## src/rtl/mac_t_queue_writer_pkg.sv

```systemverilog
// Shared definitions for the MAC transmit queue writer: FSM encodings,
// frame length defaults and descriptor layout.
package mac_t_queue_writer_pkg;

   typedef enum logic [5:0] {
      ST_IDLE  = 6'd1,
      ST_ADMIT = 6'd2,
      ST_DATA  = 6'd4,
      ST_DROP  = 6'd8,
      ST_PAD   = 6'd16,
      ST_PTR   = 6'd32
   } state_t;

   localparam int MIN_LEN_DEF = 60;
   localparam int MAX_LEN_DEF = 1514;
   localparam int LEN_MSB     = 10;
   localparam int TRUNC_BIT   = 15;

   // Descriptor: [15] truncated, [14:11] zero, [10:0] stored length
   function automatic logic [15:0] mk_desc(input logic trunc, input logic [LEN_MSB:0] len);
      logic [15:0] d;
      d = '0;
      d[TRUNC_BIT]   = trunc;
      d[LEN_MSB:0]   = len;
      return d;
   endfunction

endpackage

```

## src/rtl/mac_t_stat_cnt.sv

```systemverilog
// 16-bit wrapping event counter used for the writer statistics.
module mac_t_stat_cnt (
   input  logic        sys_clk,
   input  logic        rstn_sys,
   input  logic        i_inc,
   output logic [15:0] o_cnt
);

   logic [15:0] r_cnt;

   // Count one per asserted cycle; rolls over from FFFF to 0
   always_ff @(posedge sys_clk or negedge rstn_sys) begin
      if (!rstn_sys) r_cnt <= '0;
      else if (i_inc) r_cnt <= r_cnt + 16'd1;
   end

   assign o_cnt = r_cnt;

endmodule

```

## src/rtl/mac_t_queue_writer.sv

```systemverilog
// Enqueue engine: writes fabric frames into the normal or time-triggered
// transmit queue, pads short frames, truncates long ones, then writes a
// length descriptor after the last data byte.
module mac_t_queue_writer
   import mac_t_queue_writer_pkg::*;
#(
   parameter int MIN_LEN = MIN_LEN_DEF,
   parameter int MAX_LEN = MAX_LEN_DEF,
   parameter int FREE_W  = 12
) (
   input  logic              sys_clk,
   input  logic              rstn_sys,
   input  logic              in_valid,
   output logic              in_ready,
   input  logic [7:0]        in_data,
   input  logic              in_sop,
   input  logic              in_eop,
   input  logic              in_tte,
   output logic              data_fifo_wr,
   output logic [7:0]        data_fifo_dout,
   input  logic [FREE_W-1:0] data_fifo_free,
   output logic              ptr_fifo_wr,
   output logic [15:0]       ptr_fifo_dout,
   input  logic              ptr_fifo_full,
   output logic              tdata_fifo_wr,
   output logic [7:0]        tdata_fifo_dout,
   input  logic [FREE_W-1:0] tdata_fifo_free,
   output logic              tptr_fifo_wr,
   output logic [15:0]       tptr_fifo_dout,
   input  logic              tptr_fifo_full,
   output logic [15:0]       frame_cnt,
   output logic [15:0]       trunc_cnt,
   output logic [15:0]       stray_cnt
);

   localparam logic [LEN_MSB:0] MIN_L = (LEN_MSB+1)'(MIN_LEN);
   localparam logic [LEN_MSB:0] MAX_L = (LEN_MSB+1)'(MAX_LEN);
   localparam logic [FREE_W-1:0] SPACE_TH = FREE_W'(MAX_LEN);

   state_t           r_state, w_state_nxt;
   logic [LEN_MSB:0] r_len, w_len_nxt, w_len_inc;
   logic             r_sel, w_sel_nxt;
   logic             r_trunc, w_trunc_nxt;
   logic             w_ready, w_push, w_ptr_push, w_stray, w_space_ok;
   logic [7:0]       w_push_byte;

   logic             r_data_wr, r_tdata_wr, r_ptr_wr, r_tptr_wr;
   logic [7:0]       r_data_dout, r_tdata_dout;
   logic [15:0]      r_ptr_dout, r_tptr_dout;

   assign w_len_inc = r_len + 1'b1;

   // Admission only when a worst-case frame fits and a descriptor slot exists
   assign w_space_ok = r_sel ? ((tdata_fifo_free >= SPACE_TH) && !tptr_fifo_full)
                             : ((data_fifo_free  >= SPACE_TH) && !ptr_fifo_full);

   // FSM state and per-frame context registers
   always_ff @(posedge sys_clk or negedge rstn_sys) begin
      if (!rstn_sys) begin
         r_state <= ST_IDLE;
         r_len   <= '0;
         r_sel   <= 1'b0;
         r_trunc <= 1'b0;
      end else begin
         r_state <= w_state_nxt;
         r_len   <= w_len_nxt;
         r_sel   <= w_sel_nxt;
         r_trunc <= w_trunc_nxt;
      end
   end

   // Next-state, handshake and write-request decode
   always_comb begin
      w_state_nxt = r_state;
      w_len_nxt   = r_len;
      w_sel_nxt   = r_sel;
      w_trunc_nxt = r_trunc;
      w_ready     = 1'b0;
      w_push      = 1'b0;
      w_push_byte = 8'h00;
      w_ptr_push  = 1'b0;
      w_stray     = 1'b0;
      case (r_state)
         ST_IDLE: begin
            // sop is held off so it is consumed in DATA, not here
            w_ready = !in_sop;
            if (in_valid) begin
               if (in_sop) begin
                  w_sel_nxt   = in_tte;
                  w_len_nxt   = '0;
                  w_trunc_nxt = 1'b0;
                  w_state_nxt = ST_ADMIT;
               end else begin
                  w_stray = 1'b1;
               end
            end
         end
         ST_ADMIT: begin
            if (w_space_ok) w_state_nxt = ST_DATA;
         end
         ST_DATA: begin
            w_ready = 1'b1;
            if (in_valid) begin
               w_push      = 1'b1;
               w_push_byte = in_data;
               w_len_nxt   = w_len_inc;
               if (in_eop) begin
                  w_state_nxt = (w_len_inc < MIN_L) ? ST_PAD : ST_PTR;
               end else if (w_len_inc == MAX_L) begin
                  w_trunc_nxt = 1'b1;
                  w_state_nxt = ST_DROP;
               end
            end
         end
         ST_DROP: begin
            w_ready = 1'b1;
            if (in_valid && in_eop) w_state_nxt = ST_PTR;
         end
         ST_PAD: begin
            w_push    = 1'b1;
            w_len_nxt = w_len_inc;
            if (w_len_inc == MIN_L) w_state_nxt = ST_PTR;
         end
         ST_PTR: begin
            w_ptr_push  = 1'b1;
            w_state_nxt = ST_IDLE;
         end
         default: w_state_nxt = ST_IDLE;
      endcase
   end

   // Keep the fabric stalled while reset is held
   assign in_ready = rstn_sys & w_ready;

   // Registered FIFO write ports; the unselected queue is held at zero
   always_ff @(posedge sys_clk or negedge rstn_sys) begin
      if (!rstn_sys) begin
         r_data_wr    <= 1'b0;
         r_data_dout  <= '0;
         r_tdata_wr   <= 1'b0;
         r_tdata_dout <= '0;
         r_ptr_wr     <= 1'b0;
         r_ptr_dout   <= '0;
         r_tptr_wr    <= 1'b0;
         r_tptr_dout  <= '0;
      end else begin
         r_data_wr    <= w_push & !r_sel;
         r_data_dout  <= (w_push & !r_sel) ? w_push_byte : 8'h00;
         r_tdata_wr   <= w_push & r_sel;
         r_tdata_dout <= (w_push & r_sel) ? w_push_byte : 8'h00;
         r_ptr_wr     <= w_ptr_push & !r_sel;
         r_ptr_dout   <= (w_ptr_push & !r_sel) ? mk_desc(r_trunc, r_len) : 16'h0000;
         r_tptr_wr    <= w_ptr_push & r_sel;
         r_tptr_dout  <= (w_ptr_push & r_sel) ? mk_desc(r_trunc, r_len) : 16'h0000;
      end
   end

   assign data_fifo_wr    = r_data_wr;
   assign data_fifo_dout  = r_data_dout;
   assign tdata_fifo_wr   = r_tdata_wr;
   assign tdata_fifo_dout = r_tdata_dout;
   assign ptr_fifo_wr     = r_ptr_wr;
   assign ptr_fifo_dout   = r_ptr_dout;
   assign tptr_fifo_wr    = r_tptr_wr;
   assign tptr_fifo_dout  = r_tptr_dout;

   mac_t_stat_cnt u_frame_cnt (
      .sys_clk (sys_clk), .rstn_sys (rstn_sys),
      .i_inc   (w_ptr_push), .o_cnt (frame_cnt)
   );

   mac_t_stat_cnt u_trunc_cnt (
      .sys_clk (sys_clk), .rstn_sys (rstn_sys),
      .i_inc   (w_ptr_push & r_trunc), .o_cnt (trunc_cnt)
   );

   mac_t_stat_cnt u_stray_cnt (
      .sys_clk (sys_clk), .rstn_sys (rstn_sys),
      .i_inc   (w_stray), .o_cnt (stray_cnt)
   );

endmodule
```

## config.mk

```make
export PLATFORM = sky130hd
export DESIGN_NAME = mac_t_queue_writer
export DESIGN_NICKNAME = d
export VERILOG_FILES = /design/src/rtl/mac_t_queue_writer_pkg.sv /design/src/rtl/mac_t_stat_cnt.sv /design/src/rtl/mac_t_queue_writer.sv
export SDC_FILE = /design/constraint.sdc
export NUM_CORES = 1
export LEC_CHECK = 0
export CORE_MARGIN = 5
export CORE_UTILIZATION = 48
export DETAILED_ROUTE_END_ITERATION = 10
export MAX_ROUTING_LAYER = met4
export PLACE_DENSITY = 0.89
export REMOVE_ABC_BUFFERS = 1
export SYNTH_ARGS = -nofsm -noshare
export SYNTH_HDL_FRONTEND = slang
export SYNTH_HIERARCHICAL = 1
export SYNTH_SLANG_ARGS = --single-unit
```

## constraint.sdc

```tcl
create_clock -name sys_clk -period 2.5 [get_ports sys_clk]
set_input_delay 0.5 -clock sys_clk [delete_from_list [all_inputs] [get_ports sys_clk]]
set_output_delay 0.5 -clock sys_clk [all_outputs]
set_load 0.05 [all_outputs]
```

==> run metrics <==
layout cells sized above 1 0.103; Ports 141; DR vias/cell 5.50; Post-Syn Instances 462; GPL Wtd Cong 0.897; vias in the first global route 4218; critical path arrival 1900 ps; max-slew violations 0; buffers from clock root to sink, at most 2; Total Power 3920 uW; Max-slew headroom 0.616; flop and latch count out of synthesis 111; 1st-iter DRT viols 430; synthesized cell area 5170 um^2; die area 13000 um^2; sequential area share after synthesis 0.537; Post-synth EDFFs 0; period utilization 0.959; Worst Hold Class input port to asynchronous set/reset pin; Vias 4092; initial antenna violation count 0; Fin Clk Skew 14.6 ps; CTS tree done; Post-Place Worst Slack 137 ps; Placed Cells 728; largest net degree at the start of global routing 112; detailed placement HPWL 9540 um; Synth Area per Inst 11.2 um^2; CTS root buf clkbuf_8; Core Footprint 10700 um^2; ys flop type dfrtp_1; ranking of synthesized cells by area dfrtp_1 (53%), xnor2_1 (4.7%), and2_1 (3.6%); Worst-Margin Slew 576 ps; Die H 114 um; Worst-Skew Late Latency 370 ps; Post-route DRC 0; Max Clk Rate 417 MHz; gr usage total 0.205; antenna-violating nets left 0; Cell Area, Placed 6640 um^2; Max-cap violations 0; final wirelength 12700 um; Final nets 645; clk slew on worst S/H paths 100 ps; Leak 0.00314 uW; CP Launch Type register; RSZ-0062 raised after global routing no; Final Worst Setup Slack 103 ps; Initial DRT Pass Iterations 5; area grow syn2layout 32.6%; Yosys warning count 6; Site Rows 38; Power per Cell Area 571 nW/um^2; Final Hold Vio Count 0; Critical Path RT 2000 ps; post-route cell area 6860 um^2; ys async rst share 1.00; Max VDD drop 0.000380 V; Antenna diodes 0; die width 114 um; Non-Filler Instances 744; CP Capture Type output pin; Final Setup Violations 0; DR WL/cell 17.1 um; number of port buffers 130; class of the most critical setup path register to output pin; GRT overflow 0; Starting Density 0.484; first-pass GRT wire length 20800 um; fill cell count 789; outcome completed; share of the synthesized area in the top cell type 0.532; CTS Buf Count 9; CTS H-Tree Depth 3; post-synth cell types 70; Clock Sinks 111; crit path time final 2400 ps; Setup TNS Final 0 ps; worst-path fanout max 9; Setup Buffers After CTS 0; cell taking the most area after synthesis dfrtp_1
==> cell families after synthesis <==
| group | after synthesis | synth area share |
|---|---|---|
| mux | 6 | 0.0128 |
| simple gates | 189 | 0.225 |
| fa+ha+maj | 6 | 0.0145 |
| flops | 111 | 0.537 |
| compound gates | 65 | 0.0868 |
| buf+inv | 36 | 0.0418 |
| xor+xnor | 48 | 0.0813 |
| other cells | 1 | 0.000725 |
==> cell usage after synthesis (4+ instances only) <==
library cell,number
a31oi_1,4
o31ai_1,5
and2_1,30
nor2b_1,8
and4_1,4
nand3_1,27
nand2_1,27
xor2_1,20
o21ai_0,18
a21oi_1,8
xnor2_1,28
dfrtp_1,110
inv_1,8
nand2b_1,4
buf_4,13
nand4_1,12
nor2_1,20
nor4_1,8
and3_1,19
nor3_2,6
clkbuf_1,9
ha_1,6
==> placed cells by master (no fill, tap or decap), types with 5 or more instances in the layout <==
| cell | netlist | routed |
|---|---|---|
| a21oi_1 | 8 | 8 |
| and2_1 | 30 | 30 |
| and3_1 | 19 | 19 |
| buf_4 | 13 | 17 |
| clkbuf_8 | 0 | 9 |
| clkdlybuf4s50_1 | 0 | 128 |
| conb_1 | 1 | 8 |
| dfrtp_1 | 110 | 110 |
| ha_1 | 6 | 6 |
| inv_1 | 8 | 8 |
| nand2_1 | 27 | 27 |
| nand3_1 | 27 | 27 |
| nand4_1 | 12 | 12 |
| nor2_1 | 20 | 20 |
| nor2b_1 | 8 | 7 |
| nor3_2 | 6 | 5 |
| nor4_1 | 8 | 6 |
| o21ai_0 | 18 | 18 |
| o31ai_1 | 5 | 5 |
| xnor2_1 | 28 | 28 |
| xor2_1 | 20 | 20 |
==> sequential cells by signal, indices dropped and copies added, names as in the netlist, 6 cells and up <==
name and flops:
tptr_fifo_dout 12, r_state 6, u_trunc_cnt/o_cnt 16, tdata_fifo_dout 8, ptr_fifo_dout 12, u_frame_cnt/o_cnt 16, r_len 11, u_stray_cnt/o_cnt 16
data_fifo_dout 8
==> power by group <==
part	switching, uW	internal (uW)
Combinational	507	343
Sequential	119	1870
Clock	605	476
Total	1230	2690
==> stage by stage <==
stage	hold WS (ps)	util
after floorplan	204	-
after global placement	462	0.620
after detailed placement	463	0.620
after CTS	272	0.639
after global routing	286	0.641
final	248	0.641
==> critical path: stages (launching register included) <==
cell,delay [ps]
dfrtp_1,520
nor2b_1,380
o21ai_1,170
a21boi_1,280
buf_12,180
==> layer usage <==
metal,global-route usage,up-vias,wire length [um],share of wire
met5,-,-,0,0
met4,0.0507,0,216,0.017
li1,-,1894,-,-
met1,0.252,1994,5080,0.40
met3,0.0451,21,777,0.061
met2,0.346,183,6650,0.52
==> area by class of cell <==
type	instances	area (um^2)	share of cell area
clock buffer	9	124	0.0181
clock inverter	7	77.6	0.0113
inverter	8	30.0	0.00438
multi-input combinational	322	2220	0.324
sequential	111	2780	0.405
tap	140	175	0.0255
timing repair buffer	147	1450	0.211
==> timing repair <==
item,4_1_cts,5_1_grt
setup endpoints to repair,0,5
hold buffers,0,0
resized for setup,0,5
==> worst paths after layout <==
kind / start / to / slack (ps) / cells past startpoint
max: r_state[2]$_DFFE_PN0P_ / in_ready / 100 / 4
min: rstn_sys / u_frame_cnt/o_cnt[11]$_DFFE_PN0P_ / 250 / 2
max reg2reg: r_state[2]$_DFFE_PN0P_ / u_stray_cnt/o_cnt[12]$_DFFE_PN0P_ / 190 / 8
min reg2reg: u_frame_cnt/o_cnt[15]$_DFFE_PN0P_ / u_frame_cnt/o_cnt[15]$_DFFE_PN0P_ / 480 / 1
max in group asynchronous: rstn_sys / r_len[9]$_DFFE_PN0P_ / 1820 / 2
min in group sys_clk: u_frame_cnt/o_cnt[15]$_DFFE_PN0P_ / u_frame_cnt/o_cnt[15]$_DFFE_PN0P_ / 480 / 1
(Power assumes the default switching activity.)
